==> src/rtl/pipe_pkg.sv <==
// Shared widths and control-bit indices for the elastic
// inter-stage pipeline registers.
package pipe_pkg;

  localparam int NB_CTRL_DEF = 8;
  localparam int NB_DATA_DEF = 134;

  localparam int NB_CTRL_IF_ID  = 8;
  localparam int NB_DATA_IF_ID  = 64;
  localparam int NB_CTRL_ID_EX  = 8;
  localparam int NB_DATA_ID_EX  = 134;
  localparam int NB_CTRL_EX_MEM = 8;
  localparam int NB_DATA_EX_MEM = 102;
  localparam int NB_CTRL_MEM_WB = 8;
  localparam int NB_DATA_MEM_WB = 70;

  localparam int CTRL_REG_WRITE  = 0;
  localparam int CTRL_MEM_TO_REG = 1;
  localparam int CTRL_MEM_READ   = 2;
  localparam int CTRL_MEM_WRITE  = 3;
  localparam int CTRL_BRANCH     = 4;
  localparam int CTRL_JUMP       = 5;
  localparam int CTRL_ALU_SRC    = 6;
  localparam int CTRL_HALT       = 7;

  function automatic int cnt_width(input int depth);
    return $clog2(2 * depth + 1);
  endfunction

endpackage

==> src/rtl/pipe_skid_slot.sv <==
// One elastic slot: main entry plus a skid entry so that
// ready is purely registered.
module pipe_skid_slot #(
  parameter int NB_CTRL = 8,
  parameter int NB_DATA = 134
) (
  input  logic               i_clock,
  input  logic               i_reset_n,
  input  logic               i_flush,
  input  logic               i_valid,
  output logic               o_ready,
  input  logic [NB_CTRL-1:0] i_ctrl,
  input  logic [NB_DATA-1:0] i_data,
  output logic               o_valid,
  input  logic               i_ready,
  output logic [NB_CTRL-1:0] o_ctrl,
  output logic [NB_DATA-1:0] o_data
);

  typedef struct packed {
    logic [NB_CTRL-1:0] ctrl;
    logic [NB_DATA-1:0] data;
  } entry_t;

  logic   main_valid;
  logic   skid_valid;
  entry_t main_q;
  entry_t skid_q;
  logic   accept;
  logic   take;

  assign o_ready = !skid_valid;
  assign o_valid = main_valid;
  assign o_ctrl  = main_q.ctrl;
  assign o_data  = main_q.data;
  assign accept  = i_valid & !skid_valid;
  assign take    = main_valid & i_ready;

  always_ff @(negedge i_clock or negedge i_reset_n) begin
    if (!i_reset_n) begin
      main_valid <= 1'b0;
      skid_valid <= 1'b0;
      main_q     <= '0;
      skid_q     <= '0;
    end else if (i_flush) begin
      main_valid <= 1'b0;
      skid_valid <= 1'b0;
    end else if (take && skid_valid) begin
      main_q     <= skid_q;
      skid_valid <= 1'b0;
    end else if (!main_valid || take) begin
      main_valid <= accept;
      if (accept) main_q <= '{ctrl: i_ctrl, data: i_data};
    end else if (accept) begin
      skid_q     <= '{ctrl: i_ctrl, data: i_data};
      skid_valid <= 1'b1;
    end
  end

endmodule

==> src/rtl/pipe_stage_elastic.sv <==
// DEPTH cascaded skid slots with flush, occupancy count
// and bubble masking of the control field.
module pipe_stage_elastic
  import pipe_pkg::*;
#(
  parameter  int NB_CTRL = NB_CTRL_DEF,
  parameter  int NB_DATA = NB_DATA_DEF,
  parameter  int DEPTH   = 1,
  localparam int NB_CNT  = cnt_width(DEPTH)
) (
  input  logic               i_clock,
  input  logic               i_reset_n,
  input  logic               i_flush,
  input  logic               i_valid,
  output logic               o_ready,
  input  logic [NB_CTRL-1:0] i_ctrl,
  input  logic [NB_DATA-1:0] i_data,
  output logic               o_valid,
  input  logic               i_ready,
  output logic [NB_CTRL-1:0] o_ctrl,
  output logic [NB_DATA-1:0] o_data,
  output logic [NB_CNT-1:0]  o_count
);

  logic [DEPTH:0]     vld;
  logic [DEPTH:0]     rdy;
  logic [NB_CTRL-1:0] ctl [DEPTH+1];
  logic [NB_DATA-1:0] dat [DEPTH+1];
  logic               acc_in;
  logic               take_out;
  logic [NB_CNT-1:0]  cnt;

  assign vld[0]     = i_valid;
  assign ctl[0]     = i_ctrl;
  assign dat[0]     = i_data;
  assign rdy[DEPTH] = i_ready;

  for (genvar k = 0; k < DEPTH; k++) begin : g_slot
    pipe_skid_slot #(
      .NB_CTRL (NB_CTRL),
      .NB_DATA (NB_DATA)
    ) u_slot (
      .i_clock   (i_clock),
      .i_reset_n (i_reset_n),
      .i_flush   (i_flush),
      .i_valid   (vld[k]),
      .o_ready   (rdy[k]),
      .i_ctrl    (ctl[k]),
      .i_data    (dat[k]),
      .o_valid   (vld[k+1]),
      .i_ready   (rdy[k+1]),
      .o_ctrl    (ctl[k+1]),
      .o_data    (dat[k+1])
    );
  end

  assign acc_in   = i_valid & rdy[0];
  assign take_out = vld[DEPTH] & i_ready;

  always_ff @(negedge i_clock or negedge i_reset_n) begin
    if (!i_reset_n) begin
      cnt <= '0;
    end else if (i_flush) begin
      cnt <= '0;
    end else begin
      case ({acc_in, take_out})
        2'b10:   cnt <= cnt + NB_CNT'(1);
        2'b01:   cnt <= cnt - NB_CNT'(1);
        default: cnt <= cnt;
      endcase
    end
  end

  assign o_ready = rdy[0];
  assign o_valid = vld[DEPTH];
  assign o_data  = dat[DEPTH];
  assign o_ctrl  = vld[DEPTH] ? ctl[DEPTH] : '0;
  assign o_count = cnt;

endmodule

==> config.mk <==
export PLATFORM = sky130hd
export DESIGN_NAME = pipe_stage_elastic
export DESIGN_NICKNAME = d
export VERILOG_FILES = /design/src/rtl/pipe_pkg.sv /design/src/rtl/pipe_skid_slot.sv /design/src/rtl/pipe_stage_elastic.sv
export SDC_FILE = /design/constraint.sdc
export NUM_CORES = 1
export LEC_CHECK = 0
export BUFFER_PORTS_ARGS = -buffer_cell sky130_fd_sc_hd__buf_2
export CORE_ASPECT_RATIO = 0.5
export CORE_MARGIN = 2
export CORE_UTILIZATION = 49
export DETAILED_ROUTE_END_ITERATION = 16
export GPL_ROUTABILITY_DRIVEN = 0
export PLACE_DENSITY = 0.76
export SLEW_MARGIN = 20
export SYNTH_ARGS = -nofsm -noshare
export SYNTH_HDL_FRONTEND = slang
export SYNTH_HIERARCHICAL = 1
export SYNTH_SLANG_ARGS = --single-unit
==> constraint.sdc <==
create_clock -name i_clock -period 2.2 [get_ports i_clock]
set_input_delay 0.11 -clock i_clock [delete_from_list [all_inputs] [get_ports i_clock]]
set_output_delay 0.11 -clock i_clock [all_outputs]
set_load 0.02 [all_outputs]
==> summary.md, run 1 <==
| Metric | Value |
|---|---|
| Run status | `finished, violations left` |
| Failing checks | `negative setup slack` |
| Site Rows | `41` |
| Critical Path RT | `2090 ps` |
| Count of cell types in the netlist | `26` |
| Routed wire length per instance | `21.09 um` |
| Worst path buffer plus inverter count | `2` |
| Detailed Place HPWL | `20570 um` |
| CP Capture Type | `output pin` |
| Core Util, Final | `74.48%` |
| H-tree levels | `1` |
| Core area | `0.02544 mm^2` |
| Sequential area share after synthesis | `56.23%` |
| Slew headroom | `76.63%` |
| Dpl ws | `-565.4 ps` |
| Top delay family on crit path | `flip-flops` |
| Crit path DAT | `between 2000 and 2500 ps` |
| Critical path cell sequence | `buf_4 > buf_2` |
| CTS clock-pin slew for the worst setup and hold paths | `50 ps` |
| HP Class | `primary input to asynchronous set/reset pin` |
| CP max stage delay | `between 400 and 500 ps` |
| Total GRT Usage | `approximately a quarter` |
| VDD IR max | `0.5809 mV` |
| Avg Cell Area, Syn | `16.12 um^2` |
| Largest net degree at the start of global routing | `56` |
| Crit Path Category | `flop to output pin` |
| DRT Wirelength | `34200 um` |
| Fin. max-slew vios | `0` |
| Cell Area, Synth | `about 0.013 mm^2` |
| Worst hold slack | `434.7 ps` |
| Layout cells sized above 1 | `75.79%` |
| Remaining Overflow, GRT | `0` |
| Worst-path fanout max | `10` |
| Drt pass-1 iters | `4` |
| Layout Area Growth over Synthesis | `47.88%` |
| Clk root buf | `clkbuf_16` |
| Leakage | `9.449 nW` |
| Total power | `0.01882 W` |
| Startpoint class of the critical path | `flop` |
| Starting density of the core | `50.37%` |
| Starting DRC count in detailed routing | `341` |
| Area after DPL | `0.01581 mm^2` |
| Chip Width | `between 200 and 250 um` |
| Yosys reg bits | `288` |
| Finished Cell Area | `0.01895 mm^2` |
| Initial antenna violation count | `6` |
| Die area | `between 0.02 and 0.03 mm^2` |
| Final Setup Violations | `about 330` |
| Cells after Synth | `between 700 and 800` |
| Final setup margin | `-404.3 ps` |
| Max Cap Viol | `0` |
| Ys async rst share | `100.0%` |
| EDFF count, synth | `0` |
| Worst skew pair latency | `540 ps` |
| Post-DR vias/cell | `approximately 5.2` |
| Post-synth top flop | `dfrtn_1` |
| IO Count | `slightly below 300` |
| Slowest CP cell | `dfrtn_1` |
| Power Density | `just under 1000 mW/mm^2` |
| Post-DRT Antenna Nets | `0` |
| Residual DRC | `0` |
| Global-route wire length before repair | `50850 um` |
| Max Buffers Root-to-Sink | `3` |
| Die Span Y | `roughly 120 um` |
| Final hold vios | `0` |
| Net Count, Synth | `942` |
| Reg2reg setup slack | `50 ps` |
| I/O Buffers | `slightly below 300` |
| TritonCTS clock tree | `yes` |
| Vias in the first global route | `~9100` |
| Synth warn | `6` |
| Post-layout net count | `1398` |
| RSZ-0062 raised after global routing | `true` |
| CTS Sinks | `288` |
| Clock Skew | `15.68 ps` |
| Worst slew pin tran | `between 300 and 400 ps` |
| Num CTS Buffers | `27` |
| Vias | `8411` |
cell usage in the layout (no fill, tap or decap):
cell,netlist,layout
clkbuf_8,0,1
or2_1,1,1
clkinv_2,0,7
nand4_1,1,1
nand2_8,0,1
buf_16,0,7
nand4b_1,1,1
clkinvlp_4,0,1
buf_4,0,140
a211oi_1,1,1
clkbuf_1,12,1
xnor3_1,1,1
clkinv_4,0,4
a211oi_4,0,1
buf_6,9,152
and2_4,2,10
nor3b_1,1,1
inv_6,0,2
o211ai_1,1,1
o21ai_0,1,1
nand2b_4,0,1
nand2_1,3,2
or4b_4,0,1
nand3_4,0,1
a21oi_1,2,2
nor2_1,3,3
diode_2,0,6
buf_12,0,16
o2111ai_1,1,1
inv_2,0,1
mux2_2,342,180
buf_2,25,143
dfrtn_1,288,288
nand3_1,2,1
inv_1,3,2
bufinv_16,0,6
mux2_4,80,246
clkinv_8,0,1
buf_8,0,7
clkbuf_16,0,35
power breakdown:
group          leakage [nW]  total, W  switching (W)  internal, W
sequential             3.46   0.00775       0.000956      0.00680
combinational          5.50   0.00590        0.00217      0.00373
clock                 0.486   0.00518        0.00215      0.00303
flip-flops by register name, summed over array words and instances, names as in the netlist:
| signal | count |
|---|---|
| g_slot.u_slot/o_ctrl | 8 |
| g_slot.u_slot/o_data | 134 |
| g_slot.u_slot/o_valid | 1 |
| g_slot.u_slot/skid_q | 142 |
| g_slot.u_slot/skid_valid | 1 |
| o_count | 2 |
worst reg2reg max path: cells and delay by family, from the launching register on:
family / cells / cell delay, ps
mux: 1 / 300
compound gates: 1 / 330
buf+inv: 4 / 750
simple gates: 1 / 250
flops: 1 / 360
cell type report:
cell class,count,area (um^2)
Antenna cell,6,15.01
Clock buffer,29,693.2
Clock inverter,21,291.5
Fill cell,1504,6492
Inverter,3,11.26
Multi-Input combinational cell,458,6007
Sequential cell,288,7207
Tap cell,344,430.4
Timing Repair Buffer,473,4297
timing repair:
item                                   CTS  global route
setup endpoints to repair              153           307
resized for setup                      304            27
pin swaps                                2             2
setup buffers                           67            41
hold buffers                             0             0
endpoints found under the hold margin    0             0
gates cloned                             3             9
synthesized netlist by cell type (all sizes together) (2+ instances only):
library cell,instances,area share (%)
dfrtn,288,56
clkbuf,12,0.35
inv,3,0.088
a211oi,2,0.16
and2,10,0.61
buf,34,1.8
nand3,2,0.078
nor2,3,0.088
nand2,3,0.088
a21oi,2,0.078
mux2,426,40
path summary, 6_finish.rpt:
path / startpoint / to / cells past startpoint
min: i_reset_n / o_count[0] / 1
max: g_slot[0].u_slot/o_valid / o_valid / 2
min reg2reg: g_slot[0].u_slot/skid_q[13] / g_slot[0].u_slot/skid_q[13] / 1
max in group asynchronous: i_reset_n / g_slot[0].u_slot/skid_q[140] / 2
max reg2reg: g_slot[0].u_slot/o_valid / g_slot[0].u_slot/o_data[80] / 7
min in group i_clock: g_slot[0].u_slot/skid_q[13] / g_slot[0].u_slot/skid_q[13] / 1
through the flow:
stage	cells	TNS [ps]
after floorplan	795	-90170
after global placement	1446	-146600
after detailed placement	1446	-149310
after CTS	1566	-23840
after global routing	1622	-29700
final	1622	-25120
kinds of logic after synthesis:
kind of cell              share of synthesized area, %
muxes                                            39.77
DFF                                              56.23
and+or+nand+nor                                  1.211
xor gates and xnor gates                        0.1757
AOI/OAI and AO/OA                               0.4003
buffers and inverters                            2.206
layer usage:
metal	global-route usage (%)	vias to the layer above	wire (um)	part of all wire [%]
li1	-	3785	-	-
met1	29.49	4413	14390	42
met2	41.29	152	17860	52
met3	3.716	61	946	2.8
met4	6.967	0	1002	2.9
met5	0	-	0	0
(Power assumes the default switching activity.)
==> run 2: changes to the inputs <==
--- a/config.mk
+++ b/config.mk
@@ -9,6 +9,7 @@
 export CORE_ASPECT_RATIO = 0.5
 export CORE_MARGIN = 2
 export CORE_UTILIZATION = 49
+export CTS_BUF_LIST = sky130_fd_sc_hd__clkbuf_16
 export DETAILED_ROUTE_END_ITERATION = 16
 export GPL_ROUTABILITY_DRIVEN = 0
 export PLACE_DENSITY = 0.76
==> run 2 against run 1 <==
Against the previous run: power shrank 0.23%; worst setup slack lost 0.54 ps; routed wire length fell by 0.45%; clock skew barely moved; cell area is 0.25% lower; sequential power is essentially flat; largest cell class unchanged; utilization down 0.19 points; register-to-register slack about the same; the flow still finishes with violations (negative setup slack); critical path depth did not move; sequential share of layout area grew 0.096 points; largest power group unchanged.
==> summary.md, run 2 (synthesis gave the netlist of run 1 again) <==
| Metric | Value |
|---|---|
| TritonCTS clock tree | `yes` |
| Routed wire length per instance | `21.00 um` |
| Critical path cell sequence | `buf_4 > buf_2` |
| CTS Sinks | `288` |
| Crit Path Category | `flop to output pin` |
| Starting density of the core | `approximately half` |
| Area of the multi-input gates | `approximately 0.0060 mm^2` |
| Num CTS Buffers | `27` |
| Dpl ws | `-565.4 ps` |
| Startpoint class of the critical path | `flop` |
| Hold_buf cts | `0` |
| Final Setup Violations | `roughly 330` |
| CP Capture Type | `output pin` |
| H-tree levels | `1` |
| Commonest non-fill, non-tap cell in the layout | `dfrtn_1` |
| Die area | `between 0.02 and 0.03 mm^2` |
| Fin. max-slew vios | `0` |
| Pint | `0.01351 W` |
| Final hold vios | `0` |
| Psw | `0.005277 W` |
| Sequential Power Share | `41.3%` |
| Layout cells sized above 1 | `75.69%` |
| Crit path DAT | `2490 ps` |
| Starting DRC count in detailed routing | `395` |
| Worst hold slack | `434.0 ps` |
| Drt pass-1 iters | `5` |
| Post-DR vias/cell | `5.205` |
| Chip Width | `232.7 um` |
| FILL cells | `~1500` |
| Core area | `0.02544 mm^2` |
| Worst slew pin tran | `353.7 ps` |
| RSZ-0062 raised after global routing | `true` |
| Register Area | `0.007207 mm^2` |
| Power Density | `993.5 mW/mm^2` |
| Highest Signal Layer | `met4` |
| I/O Buffers | `292` |
| Max reg flops | `roughly 140` |
| Clock Power Share | `around 27%` |
| Worst skew pair latency | `around 540 ps` |
| Vias | `8437` |
| Slew headroom | `roughly three quarters` |
| Layout Area Growth over Synthesis | `47.51%` |
| Met3 wire length | `945 um` |
| Largest net degree at the start of global routing | `56` |
| CTS clock-pin slew for the worst setup and hold paths | `50 ps` |
| Metal2 WL | `about 18000 um` |
| Worst-path fanout max | `10` |
| HP Class | `primary input to asynchronous set/reset pin` |
| Remaining Overflow, GRT | `0` |
| Failing checks | `negative setup slack` |
| Clk root buf | `clkbuf_16` |
| Total negative slack | `-25890 ps` |
| Max Buffers Root-to-Sink | `3` |
| Vias in the first global route | `9116` |
| CP max stage delay | `440 ps` |
| Residual DRC | `0` |
| DRT Wirelength | `34050 um` |
| Post-DRT Antenna Nets | `0` |
| Slowest CP cell | `dfrtn_1` |
| Most frequent cells in the layout | `dfrtn_1 (288), mux2_4 (246), mux2_2 (180)` |
| Largest Register | `g_slot.u_slot/skid_q` |
| Run status | `finished, violations left` |
| Max Cap Viol | `0` |
| Leakage | `between 9 and 10 nW` |
| Site Rows | `between 40 and 50` |
| Total GRT Usage | `23.36%` |
| IO Count | `293` |
| Global-route wire length before repair | `~50000 um` |
| Final setup margin | `-404.8 ps` |
| Net Sw Frac | `28.09%` |
| Detailed Place HPWL | `20570 um` |
| Post-layout net count | `1397` |
| Die Span Y | `~120 um` |
| Clock Skew | `15.44 ps` |
| Met1 WL | `14310 um` |
| Critical Path RT | `2090 ps` |
| Combinational Power Share | `31.4%` |
| Initial antenna violation count | `6` |
| VDD IR max | `0.5821 mV` |
## run 2: cell type report
cell class	count	area share (%)
clock buffer	27	3.574
inverter	3	0.05957
sequential	288	38.12
antenna	6	0.07942
tap	344	2.277
timing repair buffer	472	22.53
multi-input combinational	458	31.78
clock inverter	23	1.582
## run 2: metal layers
metal  up-vias  track usage [%]
met5         -                0
met2       170            40.90
met3        69            3.764
met1      4415            29.58
met4         0            7.683
li1       3783                -
## run 2: critical path: cells and delay by family, from the launching register on
kind,cells,cell delay [ps]
DFF,1,440
buffers and inverters,2,420
## run 2: final timing paths
kind                                             start                           end  slack, ps  depth (start not counted)
max                           g_slot[0].u_slot/o_valid                       o_valid       -400                          2
max in group asynchronous                    i_reset_n  g_slot[0].u_slot/skid_q[140]       1080                          2
max reg2reg                   g_slot[0].u_slot/o_valid   g_slot[0].u_slot/o_data[80]         50                          7
min                                          i_reset_n                    o_count[0]        430                          1
min reg2reg                g_slot[0].u_slot/skid_q[13]   g_slot[0].u_slot/skid_q[13]        450                          1
min in group i_clock       g_slot[0].u_slot/skid_q[13]   g_slot[0].u_slot/skid_q[13]        450                          1
## run 2: what timing repair did
action                     4_1_cts  5_1_grt
pin swaps                        2        2
setup endpoints to repair      153      307
setup buffers                   67       42
cloned                           3        7
resized for setup              304       29
## run 2: through the flow
stage / instance area, um^2 / cells / power, W / util (%)
4_1_cts: 18320 / 1566 / 0.01850 / 71.99
5_1_grt: 18900 / 1621 / 0.01958 / 74.30
3_3_place_gp: 15810 / 1446 / 0.01177 / 62.15
3_5_place_dp: 15810 / 1446 / 0.01197 / 62.15
2_1_floorplan: 13800 / 795 / 0.01048 / -
6_report: 18900 / 1621 / 0.01878 / 74.30
## run 2: power by group through the flow
stage,combinational (W),sequential [W],clock [W]
global placement,0.00421,0.00756,0
floorplan,0.00228,0.00820,0
finish,0.00589,0.00775,0.00514
detailed placement,0.00434,0.00763,0
CTS,0.00556,0.00770,0.00523
global route,0.00617,0.00789,0.00551
==> run 3: changes to the inputs <==
--- a/config.mk
+++ b/config.mk
@@ -5,6 +5,7 @@
 export SDC_FILE = /design/constraint.sdc
 export NUM_CORES = 1
 export LEC_CHECK = 0
+export ABC_AREA = 1
 export BUFFER_PORTS_ARGS = -buffer_cell sky130_fd_sc_hd__buf_2
 export CORE_ASPECT_RATIO = 0.5
 export CORE_MARGIN = 2
==> run 3 against run 2 <==
Against the previous run: the run still ends with negative setup slack left; worst setup slack improved by 27 ps; combinational power decreased by 32%; critical path depth increased by 2; utilization decreased by 6.8 points; sequential cell count unchanged.
==> summary.md, run 3 <==
| Metric | Value |
|---|---|
| TritonCTS clock tree | `yes` |
| DRT Wirelength | `approximately 35000 um` |
| Num CTS Buffers | `26` |
| CP Capture Type | `output pin` |
| Worst path buffer plus inverter count | `3` |
| Post-DRT Antenna Nets | `0` |
| I/O Buffers | `292` |
| Detailed Place HPWL | `around 21000 um` |
| Clk root buf | `clkbuf_16` |
| HP Class | `primary input to asynchronous set/reset pin` |
| Most instantiated cells after synthesis | `nand2_1 (1017), dfrtn_1 (288), inv_1 (156), o21ai_0 (96), o21ai_1 (46)` |
| Final setup margin | `-377.7 ps` |
| Total negative slack | `-17960 ps` |
| Leakage | `10.07 nW` |
| Top delay family on crit path | `flip-flops` |
| Clock Skew | `5.401 ps` |
| Worst skew pair latency | `530 ps` |
| Max Cap Viol | `0` |
| Crit Path Category | `flop to output pin` |
| Count of cell types in the netlist | `22` |
| CTS clock-pin slew for the worst setup and hold paths | `50 ps` |
| Core area | `0.02555 mm^2` |
| Run status | `finished, violations left` |
| R2r startpoint | `g_slot[0].u_slot/o_valid` |
| Largest Register | `g_slot.u_slot/skid_q` |
| Failing checks | `negative setup slack` |
| Chip Width | `233.5 um` |
| Final Setup Violations | `146` |
| Most frequent cells in the layout | `nand2_1 (1016), dfrtn_1 (288), inv_1 (154)` |
| Critical path cell sequence | `buf_12 > nand2_1 > inv_2 > buf_6` |
| Sequential area share after synthesis | `55.86%` |
| Ys async rst share | `between 90% and 100%` |
| CP max stage delay | `440 ps` |
| Crit path DAT | `2470 ps` |
| Most common cell in the netlist | `nand2_1` |
| Max reg flops | `approximately 140` |
| Largest net degree at the start of global routing | `70` |
| Drt pass-1 iters | `5` |
| Max Buffers Root-to-Sink | `3` |
| Cells on worst reg2reg path | `9` |
| Fin. max-slew vios | `0` |
| VDD IR max | `0.4811 mV` |
| Net Count, Synth | `1863` |
| Die area | `roughly 0.028 mm^2` |
| Crit path launch | `g_slot[0].u_slot/o_valid` |
| Starting DRC count in detailed routing | `939` |
| R2R Path End | `g_slot[0].u_slot/skid_q[92]` |
| Cells after Synth | `1716` |
| Avg Cell Area, Syn | `between 7 and 8 um^2` |
| Reg2reg setup slack | `about 310 ps` |
| Power Density | `911.4 mW/mm^2` |
| CP Depth | `4` |
| Total GRT Usage | `between 20% and 30%` |
| H-tree levels | `1` |
| Post-layout net count | `2209` |
| Starting density of the core | `50.50%` |
| Commonest non-fill, non-tap cell in the layout | `nand2_1` |
| Remaining Overflow, GRT | `0` |
| Cell Area, Synth | `0.01290 mm^2` |
| Worst-path fanout max | `9` |
| RSZ-0062 raised after global routing | `true` |
| EDFF count, synth | `0` |
| Worst slew pin tran | `520.3 ps` |
| Site Rows | `41` |
| Vias | `11770` |
| Vias in the first global route | `11315` |
| Synth warn | `6` |
| Post-synth top area share | `between 50% and 60%` |
| Post-synth top area cell | `dfrtn_1` |
| Slew headroom | `65.31%` |
| Global-route wire length before repair | `about 57000 um` |
| Routed wire length per instance | `between 10 and 15 um` |
| Slowest CP cell | `dfrtn_1` |
| IO Count | `~290` |
| Initial antenna violation count | `5` |
| CTS Sinks | `between 200 and 300` |
| Layout Area Growth over Synthesis | `33.66%` |
| Top area cells in the synthesized netlist | `dfrtn_1 (56%), nand2_1 (30%), inv_1 (4.5%)` |
| Hold_buf cts | `0` |
| Yosys reg bits | `288` |
| Critical Path End | `o_ctrl[5]` |
| Startpoint class of the critical path | `flop` |
| Critical Path RT | `approximately 2100 ps` |
| Layout cells sized above 1 | `22.24%` |
| Final hold vios | `0` |
| Worst hold slack | `414.6 ps` |
| Post-synth top flop | `dfrtn_1` |
| Residual DRC | `0` |
| Post-DR vias/cell | `roughly 4.8` |
| Die Span Y | `118.7 um` |
==> run 3: cell families (layout without fill, tap and decap cells) <==
family	Yosys count	after routing	synth area share, %
buffers and inverters	250	616	8.050
other	0	5	0
xor gates and xnor gates	1	1	0.06790
AOI/OAI and AO/OA	144	144	5.596
DFF	288	288	55.86
and+or+nand+nor	1033	1033	30.42
==> run 3: final cells by class <==
cell class                 count  area [um^2]
antenna                        5        12.51
clock buffer                  27        675.6
clock inverter                21        112.6
fill                        2028         8303
inverter                     158        593.1
multi-input combinational   1178         4701
sequential                   288         7207
tap                          344        430.4
timing repair buffer         410         3512
==> run 3: power by group <==
| part | internal [W] | switching, W | leakage, nW | total (W) |
|---|---|---|---|---|
| combinational | 0.00197 | 0.00205 | 6.03 | 0.00402 |
| sequential | 0.00658 | 0.000779 | 3.62 | 0.00736 |
| clock | 0.00233 | 0.00200 | 0.411 | 0.00433 |
==> run 3: worst min-delay path by stage <==
stage	startpoint	to	slack [ps]	cells past startpoint
CTS	i_reset_n	g_slot[0].u_slot/o_data[6]	410	1
global route	i_reset_n	g_slot[0].u_slot/o_data[6]	410	1
detailed placement	g_slot[0].u_slot/o_data[61]	g_slot[0].u_slot/o_data[61]	420	2
floorplan	g_slot[0].u_slot/o_ctrl[0]	g_slot[0].u_slot/o_ctrl[0]	410	2
finish	i_reset_n	g_slot[0].u_slot/o_data[6]	410	1
global placement	g_slot[0].u_slot/o_data[78]	g_slot[0].u_slot/o_data[78]	420	2
==> run 3: worst register-to-register path: stages, from the launching register on <==
cell and delay (ps):
dfrtn_1 440, buf_12 140, buf_12 100, buf_4 140
nand2_1 160, inv_2 120, nand3_4 160, buf_12 240
nand2_1 140, o21ai_0 80
==> run 3: per-layer routing <==
layer / track usage, % / part of all wire, %
met5: 0 / 0
met4: 9.889 / 3.7
met3: 4.247 / 4.8
met2: 42.17 / 49
met1: 32.79 / 43
==> run 3: repair_timing <==
action / CTS / global route
resized for setup: 297 / 4
gates cloned: 0 / 0
setup buffers: 40 / 31
setup endpoints to repair: 146 / 146
endpoints found under the hold margin: 0 / 0
==> run 3: metrics by stage <==
step | std cells | utilization, % | total power, W | setup slack (ps) | instance area [um^2]
after detailed placement | 2307 | 58.63 | 0.01036 | -195.5 | 14980
final | 2431 | 67.50 | 0.01572 | -377.7 | 17240
after CTS | 2395 | 66.54 | 0.01560 | -373.0 | 17000
after floorplan | 1716 | - | 0.009057 | 20.02 | 12900
after global routing | 2431 | 67.50 | 0.01657 | -412.6 | 17240
after global placement | 2307 | 58.63 | 0.01024 | -156.3 | 14980
